===== config.mk =====
export PLATFORM = sky130hd
export DESIGN_NAME = pad_seq_ctrl
export DESIGN_NICKNAME = d
export VERILOG_FILES = /design/src/rtl/pad_seq_ctrl.sv
export SDC_FILE = /design/constraint.sdc
export NUM_CORES = 1
export LEC_CHECK = 0
export BUFFER_PORTS_ARGS = -buffer_cell sky130_fd_sc_hd__clkbuf_2
export CAP_MARGIN = 15
export CORE_ASPECT_RATIO = 0.8
export CORE_UTILIZATION = 50
export CTS_BUF_LIST = sky130_fd_sc_hd__clkbuf_16
export CTS_CLUSTER_DIAMETER = 50
export DETAILED_ROUTE_END_ITERATION = 12
export PLACE_DENSITY_LB_ADDON = 0.05
export SYNTH_ARGS = -nofsm -noshare
export SYNTH_HDL_FRONTEND = slang
export SYNTH_SLANG_ARGS = --single-unit

===== constraint.sdc =====
create_clock -name aclk -period 6 [get_ports aclk]
set_input_delay 0.9 -clock aclk [delete_from_list [all_inputs] [get_ports aclk]]
set_output_delay 0.9 -clock aclk [all_outputs]
set_load 0.01 [all_outputs]

===== src/rtl/pad_seq_ctrl.sv =====
// Per-layer conv-input control-beat sequencer; PAD_SEQ_STALL_CNT_EN adds a saturating stall counter.
// Config accepted at T gives its config beat at T+1; beats hold stable while m_ready is low, 1 beat/cycle otherwise.
module pad_seq_ctrl #(
    parameter int KW_MAX      = 7,
    parameter int SW_MAX      = 4,
    parameter int BITS_KW2    = $clog2(KW_MAX / 2 + 1),
    parameter int BITS_SW     = $clog2(SW_MAX),
    parameter int BITS_CIN    = 10,
    parameter int BITS_COLS   = 10,
    parameter int BITS_BLOCKS = 10
) (
    input  logic                   aclk,
    input  logic                   areset,
    input  logic                   aclken,
    input  logic                   cfg_valid,
    output logic                   cfg_ready,
    input  logic [BITS_KW2-1:0]    cfg_kw2,
    input  logic [BITS_SW-1:0]     cfg_sw_1,
    input  logic [BITS_CIN-1:0]    cfg_cin_1,
    input  logic [BITS_COLS-1:0]   cfg_cols_1,
    input  logic [BITS_BLOCKS-1:0] cfg_blocks_1,
    output logic                   cfg_err,
    output logic                   m_valid,
    input  logic                   m_ready,
    output logic [BITS_KW2-1:0]    m_kw2,
    output logic [BITS_SW-1:0]     m_sw_1,
    output logic                   m_is_config,
    output logic                   m_is_cin_last,
    output logic                   m_is_cols_1_k2,
    output logic                   m_is_col_valid,
    output logic                   m_last,
`ifdef PAD_SEQ_STALL_CNT_EN
    output logic [31:0]            stall_cnt,
`endif
    output logic                   busy
);

    typedef enum logic [1:0] {ST_IDLE, ST_CFG, ST_RUN} state_t;

    state_t                 state_q, state_d;
    logic [BITS_KW2-1:0]    kw2_q, kw2_d;
    logic [BITS_SW-1:0]     sw_1_q, sw_1_d;
    logic [BITS_CIN-1:0]    cin_1_q, cin_1_d;
    logic [BITS_COLS-1:0]   cols_1_q, cols_1_d;
    logic [BITS_BLOCKS-1:0] blocks_1_q, blocks_1_d;
    logic [BITS_CIN-1:0]    cin_q, cin_d;
    logic [BITS_COLS-1:0]   col_q, col_d;
    logic [BITS_SW-1:0]     phase_q, phase_d;
    logic [BITS_BLOCKS-1:0] blk_q, blk_d;
    logic                   m_valid_q, m_valid_d;
    logic                   is_config_q, is_config_d;
    logic                   cin_last_q, cin_last_d;
    logic                   cols_k2_q, cols_k2_d;
    logic                   col_valid_q, col_valid_d;
    logic                   last_q, last_d;
    logic                   cfg_err_q, cfg_err_d;
    logic                   cfg_bad;
    logic                   cfg_take;
    logic                   beat_acc;

    assign cfg_bad  = (cfg_cols_1 < {{(BITS_COLS - BITS_KW2){1'b0}}, cfg_kw2}) ||
                      (32'(cfg_sw_1) >= 32'(SW_MAX));
    assign cfg_take = (state_q == ST_IDLE) && cfg_valid && !cfg_bad;
    assign beat_acc = m_valid_q && m_ready;

    always_comb begin
        state_d     = state_q;
        kw2_d       = kw2_q;
        sw_1_d      = sw_1_q;
        cin_1_d     = cin_1_q;
        cols_1_d    = cols_1_q;
        blocks_1_d  = blocks_1_q;
        cin_d       = cin_q;
        col_d       = col_q;
        phase_d     = phase_q;
        blk_d       = blk_q;
        cfg_err_d   = 1'b0;
        cin_last_d  = 1'b0;
        cols_k2_d   = 1'b0;
        col_valid_d = 1'b0;
        last_d      = 1'b0;

        case (state_q)
            ST_IDLE: begin
                if (cfg_valid) begin
                    if (cfg_bad) begin
                        cfg_err_d = 1'b1;
                    end else begin
                        kw2_d      = cfg_kw2;
                        sw_1_d     = cfg_sw_1;
                        cin_1_d    = cfg_cin_1;
                        cols_1_d   = cfg_cols_1;
                        blocks_1_d = cfg_blocks_1;
                        cin_d      = '0;
                        col_d      = '0;
                        phase_d    = '0;
                        blk_d      = '0;
                        state_d    = ST_CFG;
                    end
                end
            end
            ST_CFG: begin
                if (beat_acc) begin
                    cin_d   = '0;
                    col_d   = '0;
                    phase_d = '0;
                    state_d = ST_RUN;
                end
            end
            ST_RUN: begin
                if (beat_acc) begin
                    if (cin_q == cin_1_q) begin
                        cin_d = '0;
                        if (col_q == cols_1_q) begin
                            col_d   = '0;
                            phase_d = '0;
                            if (blk_q == blocks_1_q) begin
                                blk_d   = '0;
                                state_d = ST_IDLE;
                            end else begin
                                blk_d   = blk_q + 1'b1;
                                state_d = ST_CFG;
                            end
                        end else begin
                            col_d   = col_q + 1'b1;
                            phase_d = (phase_q == sw_1_q) ? '0 : phase_q + 1'b1;
                        end
                    end else begin
                        cin_d = cin_q + 1'b1;
                    end
                end
            end
            default: state_d = ST_IDLE;
        endcase

        // Flags describe the beat presented after this edge, so they come from the next-state counters.
        m_valid_d   = (state_d != ST_IDLE);
        is_config_d = (state_d == ST_CFG);
        if (state_d == ST_RUN) begin
            cin_last_d  = (cin_d == cin_1_d);
            cols_k2_d   = (col_d == cols_1_d - {{(BITS_COLS - BITS_KW2){1'b0}}, kw2_d});
            col_valid_d = (phase_d == '0);
            last_d      = cin_last_d && (col_d == cols_1_d) && (blk_d == blocks_1_d);
        end
    end

    always_ff @(posedge aclk or posedge areset) begin
        if (areset) begin
            state_q     <= ST_IDLE;
            kw2_q       <= '0;
            sw_1_q      <= '0;
            cin_1_q     <= '0;
            cols_1_q    <= '0;
            blocks_1_q  <= '0;
            cin_q       <= '0;
            col_q       <= '0;
            phase_q     <= '0;
            blk_q       <= '0;
            m_valid_q   <= 1'b0;
            is_config_q <= 1'b0;
            cin_last_q  <= 1'b0;
            cols_k2_q   <= 1'b0;
            col_valid_q <= 1'b0;
            last_q      <= 1'b0;
            cfg_err_q   <= 1'b0;
        end else if (aclken) begin
            state_q     <= state_d;
            kw2_q       <= kw2_d;
            sw_1_q      <= sw_1_d;
            cin_1_q     <= cin_1_d;
            cols_1_q    <= cols_1_d;
            blocks_1_q  <= blocks_1_d;
            cin_q       <= cin_d;
            col_q       <= col_d;
            phase_q     <= phase_d;
            blk_q       <= blk_d;
            m_valid_q   <= m_valid_d;
            is_config_q <= is_config_d;
            cin_last_q  <= cin_last_d;
            cols_k2_q   <= cols_k2_d;
            col_valid_q <= col_valid_d;
            last_q      <= last_d;
            cfg_err_q   <= cfg_err_d;
        end
    end

`ifdef PAD_SEQ_STALL_CNT_EN
    logic [31:0] stall_cnt_q, stall_cnt_d;

    always_comb begin
        stall_cnt_d = stall_cnt_q;
        if (cfg_take) begin
            stall_cnt_d = '0;
        end else if (m_valid_q && !m_ready && (stall_cnt_q != '1)) begin
            stall_cnt_d = stall_cnt_q + 1'b1;
        end
    end

    always_ff @(posedge aclk or posedge areset) begin
        if (areset) begin
            stall_cnt_q <= '0;
        end else if (aclken) begin
            stall_cnt_q <= stall_cnt_d;
        end
    end

    assign stall_cnt = stall_cnt_q;
`else
    logic unused_cfg_take;
    assign unused_cfg_take = cfg_take;
`endif

    assign cfg_ready      = (state_q == ST_IDLE);
    assign busy           = (state_q != ST_IDLE);
    assign cfg_err        = cfg_err_q;
    assign m_valid        = m_valid_q;
    assign m_kw2          = kw2_q;
    assign m_sw_1         = sw_1_q;
    assign m_is_config    = is_config_q;
    assign m_is_cin_last  = cin_last_q;
    assign m_is_cols_1_k2 = cols_k2_q;
    assign m_is_col_valid = col_valid_q;
    assign m_last         = last_q;

endmodule


# Yosys cells after proc, flatten, opt, wreduce, memory -nomap -nowiden
# Cells that the tools add are included.
[totals] elab_cells=99 ff_bits=75 inputBits=39
[op_classes] bitwise=1 magnitude_cmp=1 n_addsub=5 n_reduce_logical=8 eq_ne=12 n_mux=55
[op_table] operator="two-way mux 10 bit" count=26
[op_table] operator="== test 10 bit" count=7
[op_table] operator="one-hot mux 10 bit (3 select lines)" count=2
[op_table] operator="two-way mux 2 bit" count=16
[op_table] operator="adder 10 x 1 -> 10 bit (second input constant)" count=3
[op_table] operator="one-hot mux 10 bit (2 select lines)" count=1
[op_table] operator="one-hot mux 2 bit (3 select lines)" count=2
[op_table] operator="< comparator 10 x 2 -> 1 bit" count=1
[op_table] operator="subtractor 10 x 2 -> 10 bit" count=1
[op_table] operator="two-way mux 1 bit" count=8
[op_table] operator="== test 2 x 1 -> 1 bit (second input constant)" count=2
[op_table] operator="== test 2 bit (second input constant)" count=2
[op_table] operator="zero test 2 bit" count=2
[op_table] operator="AND reduction 4 bit" count=1
[op_table] operator="nonzero test 2 bit" count=2
[op_table] operator="logical AND 1 bit" count=3
[op_table] operator="adder 2 x 1 -> 2 bit (second input constant)" count=1
[op_table] operator="== test 2 bit" count=1
[op_table] operator="inverter 1 bit" count=1

# Logic depth before layout (Yosys ltp)
[depth] depth_word=9 ltp_mapped=18 mapped_depth_nobuf=16

# Worst setup path before layout
# Ideal clock, no wire load.
[synth_timing] path_kind="input to register" start="input port cfg_kw2[1]" end="register cols_k2_q, in the netlist m_is_cols_1_k2" setup_slack_ns=1.444 t_arrival_ns=4.460 setup_ns=0.096 t_required_ns=5.904 path_buffers=2 cell_stages=16 path_cell_list="inv_1 -> ha_1 -> inv_1 -> o211a_2 -> a21oi_2 -> clkbuf_1 -> clkbuf_1 -> mux2i_1 -> ha_1 -> a21o_1 -> a221o_1 -> or3_1 -> o21ai_0 -> nor4b_1 -> nand4_1 -> o32ai_2"
[synth_via] elab_chain_cells=7 elab_cells_between_ends=17
[synth_rtl] item="start: declaration" line_no="17" text="input logic [BITS_KW2-1:0] cfg_kw2,"
[synth_rtl] item="< comparator 10 x 2 -> 1 bit" line_no="61" text="assign cfg_bad = (cfg_cols_1 < {{(BITS_COLS - BITS_KW2){1'b0}}, cfg_kw2}) ||"
[synth_rtl] item="two-way mux 10 bit or two-way mux 2 bit (tied branches)" line_no="86" text="if (cfg_bad) begin"
[synth_rtl] item="two-way mux 10 bit or two-way mux 2 bit (tied branches)" line_no="85" text="if (cfg_valid) begin"
[synth_rtl] item="two-way mux 10 bit or two-way mux 2 bit (tied branches)" line_no="83" text="case (state_q)"
[synth_rtl] item="subtractor 10 x 2 -> 10 bit" line_no="141" text="cols_k2_d = (col_d == cols_1_d - {{(BITS_COLS - BITS_KW2){1'b0}}, kw2_d});"
[synth_rtl] item="== test 10 bit" line_no="141"
[synth_rtl] item="two-way mux 1 bit (*)" line_no="139" text="if (state_d == ST_RUN) begin"
[synth_rtl] item="end signal: assignment" line_no="180" text="cols_k2_q <= cols_k2_d;"
[synth_rtl] item="end: declaration" line_no="53" text="logic cols_k2_q, cols_k2_d;"
# Mark *: on every way between the ends. The rest lies on a longest branch, timed or not.
# A chain may end at the register's enable or synchronous reset.

# Worst setup path in the final report
[layout_timing] start="input port cfg_kw2[1]" end="register cols_k2_q, in the netlist m_is_cols_1_k2"
[layout_via] elab_chain_cells=7 elab_cells_between_ends=17
[layout_rtl] item="< comparator 10 x 2 -> 1 bit" line_no="61"
[layout_rtl] item="two-way mux 10 bit" line_no="86"
[layout_rtl] item="two-way mux 10 bit" line_no="85"
[layout_rtl] item="two-way mux 10 bit" line_no="83"
[layout_rtl] item="net cols_1_d[1]" line_no="44" text="logic [BITS_COLS-1:0] cols_1_q, cols_1_d;"
[layout_rtl] item="subtractor 10 x 2 -> 10 bit" line_no="141"
[layout_rtl] item="== test 10 bit" line_no="141"
[layout_rtl] item="two-way mux 1 bit" line_no="139"
# The timed path passes the listed nets, and every way through them passes these cells.

==> results by group <==
Final layout
  – Commonest non-fill, non-tap cells in the layout: dfrtp_1 (75), nand2_1 (65), clkbuf_2 (51), o21ai_0 (42), xor2_1 (36)
  – Area growth from synthesis to layout: 9.800%
  – Ant. Diodes: 0
  – Layout cells sized above 1: 0.1965
  – Fin nets: 780
  – Commonest non-fill, non-tap cell in the layout: dfrtp_1
  – Filler cells: 1051

Setup path
  – Worst path slowest cell: or3_1
  – Arr. time, crit path: 4.27 ns
  – CP Capture Type: register
  – Worst r2r dst: m_last$_DFFE_PP0P_
  – Crit-path max FO: 5
  – Crit path kind: in -> reg
  – Startpoint Class: input port
  – Worst path max stage delay: 0.38 ns
  – Reg2reg start: col_q[3]$_DFFE_PP0P_
  – Reg2reg path depth: 9
  – CP Cell Sequence: clkbuf_2 -> inv_1 -> ha_1 -> nor4_1 -> o211a_2 -> a21oi_4 -> mux2i_1 -> inv_1 -> ha_1 -> a21o_1 -> a221o_1 -> or3_1 -> o21ai_0 -> nor4b_1 -> nand4_1 -> o32ai_2
  – Critical path required time: 6.25 ns
  – R2R Setup Slk: 2.00 ns

Floorplan
  – Cell Rows: 35
  – DIE AREA: 12860 um^2
  – Core area: 11780 um^2
  – Die extent in y: 101.6 um
  – Ports: 52
  – Die X-Extent: 126.5 um
  – Starting density of the core: 0.5267

Pwr
  – Sequential share of power: 0.291
  – Clock network fraction of total power: 0.212
  – PwrDens: 447.8 nW/um^2
  – Total power: 3.051 mW
  – Sw Share: 0.4398
  – Leakage: 2.768 nW
  – Pint: 1.709 mW
  – Sw power: 1.342 mW
  – Combinational cell fraction of total power: 0.497
  – Peak supply drop: 0.2308 mV

Clock tree
  – TritonCTS Buffers: 9
  – Worst skew pair latency: 0.34 ns
  – Clock buffer depth: 2
  – Clock sinks: 75
  – Post-CTS Setup Bufs: 0
  – # resized after CTS: 0
  – Root Buffer: clkbuf_16
  – Hold_buf cts: 0
  – CTS clock-pin slew for the worst setup and hold paths: 0.06 ns
  – CTS tree: built
  – Level count of the clock H-tree: 3

Synth
  – Netlist cell types: 81
  – Synth area leader: dfrtp_1
  – Mapped Nets: 764
  – Adder-Cell Fraction of Synth Area: 0.01734
  – Synth Area per Inst: 8.654 um^2
  – Synthesized instance count: 717
  – Post-synth EDFFs: 0
  – Post-synthesis mux area share: 0.09740
  – Number of synthesis warnings: 0
  – Largest family of logic cells by synthesized area: simple AND/OR/NAND/NOR gates
  – XOR/XNOR Fraction of Synth Area: 0.08953
  – Ranking of synthesized cells by area: dfrtp_1 (30%), mux2_2 (6.4%), xor2_1 (5.1%)
  – Post-Syn Area: 6205 um^2
  – Flops & latches, synth: 75
  – Ys flop type: dfrtp_1
  – Post-synthesis sequential area ratio: 0.3025
  – Async SR Flop Fraction: 1.000
  – Synth Area in Compound Gates: 0.2121
  – Share of the synthesized area in the top cell type: 0.3025
  – Simple-gate share of the synthesized area: 0.2252

Outcome
  – Status: complete, no violations

Drt
  – Post-route ant nets: 0
  – WL/cell: 21.30 um
  – Vias: 5794
  – DRC: 0
  – Vias per cell: 6.540
  – First-pass iteration count of the detailed router: 5
  – Initial DRC count: 551
  – DRT Wirelength: 18.87 mm

STA
  – Final Hold Vio Count: 0
  – Final Setup Violations: 0
  – Slew @ Worst Pin: 1.065 ns
  – Final setup margin: 1.975 ns
  – Slew Viols, Final: 0
  – Final hold slack: 0.4979 ns
  – Setup_tns: 0 ns
  – FMAX: 248.5 MHz
  – RSZ-0062 raised after global routing: no
  – Fin crit share: 0.6708
  – Clock Skews: 0.004455 ns
  – Max-slew headroom: 0.2880
  – Crit path time final: 4.025 ns

Placed design
  – Placer Congestion: 0.8992
  – Pre-CTS setup slack: 1.657 ns
  – Hpwl dp: 13.75 mm
  – Port Buffer Count: 51

GRT
  – First-pass GRT wire length: 30.14 mm
  – Initial antenna violation count: 0
  – Number of global-route vias before repair: 5416
  – Total track usage: 0.3065
  – Largest net degree at the start of global routing: 76
  – Gr ovfl total: 0

Job
  – MaxCap Viol Count: 0

Hold path
  – Beginning of the worst hold path: m_is_col_valid$_DFFE_PP0P_
  – Hold path depth: 1
  – Hold EP: m_is_col_valid$_DFFE_PP0P_
  – Hold crit path type: reg -> reg
[metal layers]
layer | vias to the layer above | global-route usage | wire length, um | part of all wire
met5 | - | 0 | 0 | 0
met2 | 255 | 0.4875 | 8587 | 0.46
met1 | 2810 | 0.4287 | 8568 | 0.45
met3 | 24 | 0.05335 | 1387 | 0.073
met4 | 0 | 0.08897 | 329 | 0.017
li1 | 2705 | - | - | -
[kinds of logic (layout without fill, tap and decap cells)]
logic type	after synthesis	count (layout)
AND/OR/NAND/NOR	249	249
AO/OA/AOI/OAI	191	191
buffers and inverters	78	99
flip-flops	75	75
XOR/XNOR	60	60
multiplexers	56	56
adder cells (fa/ha/maj)	8	8
[power by group through the flow]
stage	combinational [mW]	sequential (mW)	clock, mW
2_1_floorplan	1.16	0.810	0
3_3_place_gp	1.49	0.884	0
3_5_place_dp	1.50	0.889	0
4_1_cts	1.51	0.880	0.652
5_1_grt	1.65	0.910	0.669
6_report	1.52	0.888	0.646
[cell usage after synthesis, types with 5 or more instances]
cell type	count
nand3_1	29
xnor2_1	20
a31oi_1	20
a21oi_1	32
o211ai_1	9
nand4_1	15
ha_1	7
or3_1	8
o21ai_1	5
and4_1	6
xor2_1	36
o31ai_1	10
o22ai_1	5
or4_1	6
nor3_1	24
buf_6	5
mux2_2	35
o21ai_0	42
and3_1	13
a22o_1	8
dfrtp_1	75
mux2i_1	21
o2bb2ai_1	5
buf_2	10
a21o_1	5
a211oi_1	7
clkbuf_1	35
nor2_1	35
inv_1	22
nand2_1	65
nor4_1	13
[registers in the layout (all words and copies together), names as in the netlist]
register,cells
blocks_1_q,10
m_kw2,2
m_last,1
m_sw_1,2
phase_q,2
cfg_err,1
m_is_cols_1_k2,1
cols_1_q,10
m_is_cin_last,1
cin_1_q,10
m_is_config,1
m_is_col_valid,1
blk_q,10
col_q,10
state_q,2
cin_q,10
m_valid,1
[critical path: cells and delay by family]
kind / cells / cell delay (ns)
and+or+nand+nor: 4 / 1.06
buffers and inverters: 3 / 0.26
AOI/OAI and AO/OA: 6 / 1.22
adders and majority gates: 2 / 0.53
muxes: 1 / 0.28
[worst max path at each step]
stage | start | end | cells past startpoint
6_report | cfg_kw2[1] | m_is_cols_1_k2$_DFFE_PP0P_ | 16
5_1_grt | cfg_kw2[1] | m_is_cols_1_k2$_DFFE_PP0P_ | 16
4_1_cts | cfg_kw2[1] | m_is_cols_1_k2$_DFFE_PP0P_ | 16
3_5_place_dp | cfg_kw2[1] | m_is_cols_1_k2$_DFFE_PP0P_ | 16
3_3_place_gp | cfg_kw2[1] | m_is_cols_1_k2$_DFFE_PP0P_ | 16
2_1_floorplan | cfg_kw2[1] | m_is_cols_1_k2$_DFFE_PP0P_ | 16
[metrics by stage]
step	utilization	std cells	area (um^2)
after floorplan	-	717	6205
after global placement	0.5487	870	6464
after detailed placement	0.5487	870	6464
after CTS	0.5783	886	6813
after global routing	0.5783	886	6813
final	0.5783	886	6813
[cell type report]
cell class                      count  area, um^2  share of cell area
Clock buffer                        9       225.2             0.03306
Inverter                           23       87.58             0.01286
Clock inverter                      7       123.9             0.01818
Tap cell                          148       185.2             0.02718
Sequential cell                    75        1877              0.2755
Multi-Input combinational cell    564        3991              0.5859
Timing Repair Buffer               60       322.8             0.04738
No activity file was read; power rests on OpenSTA's default activity.
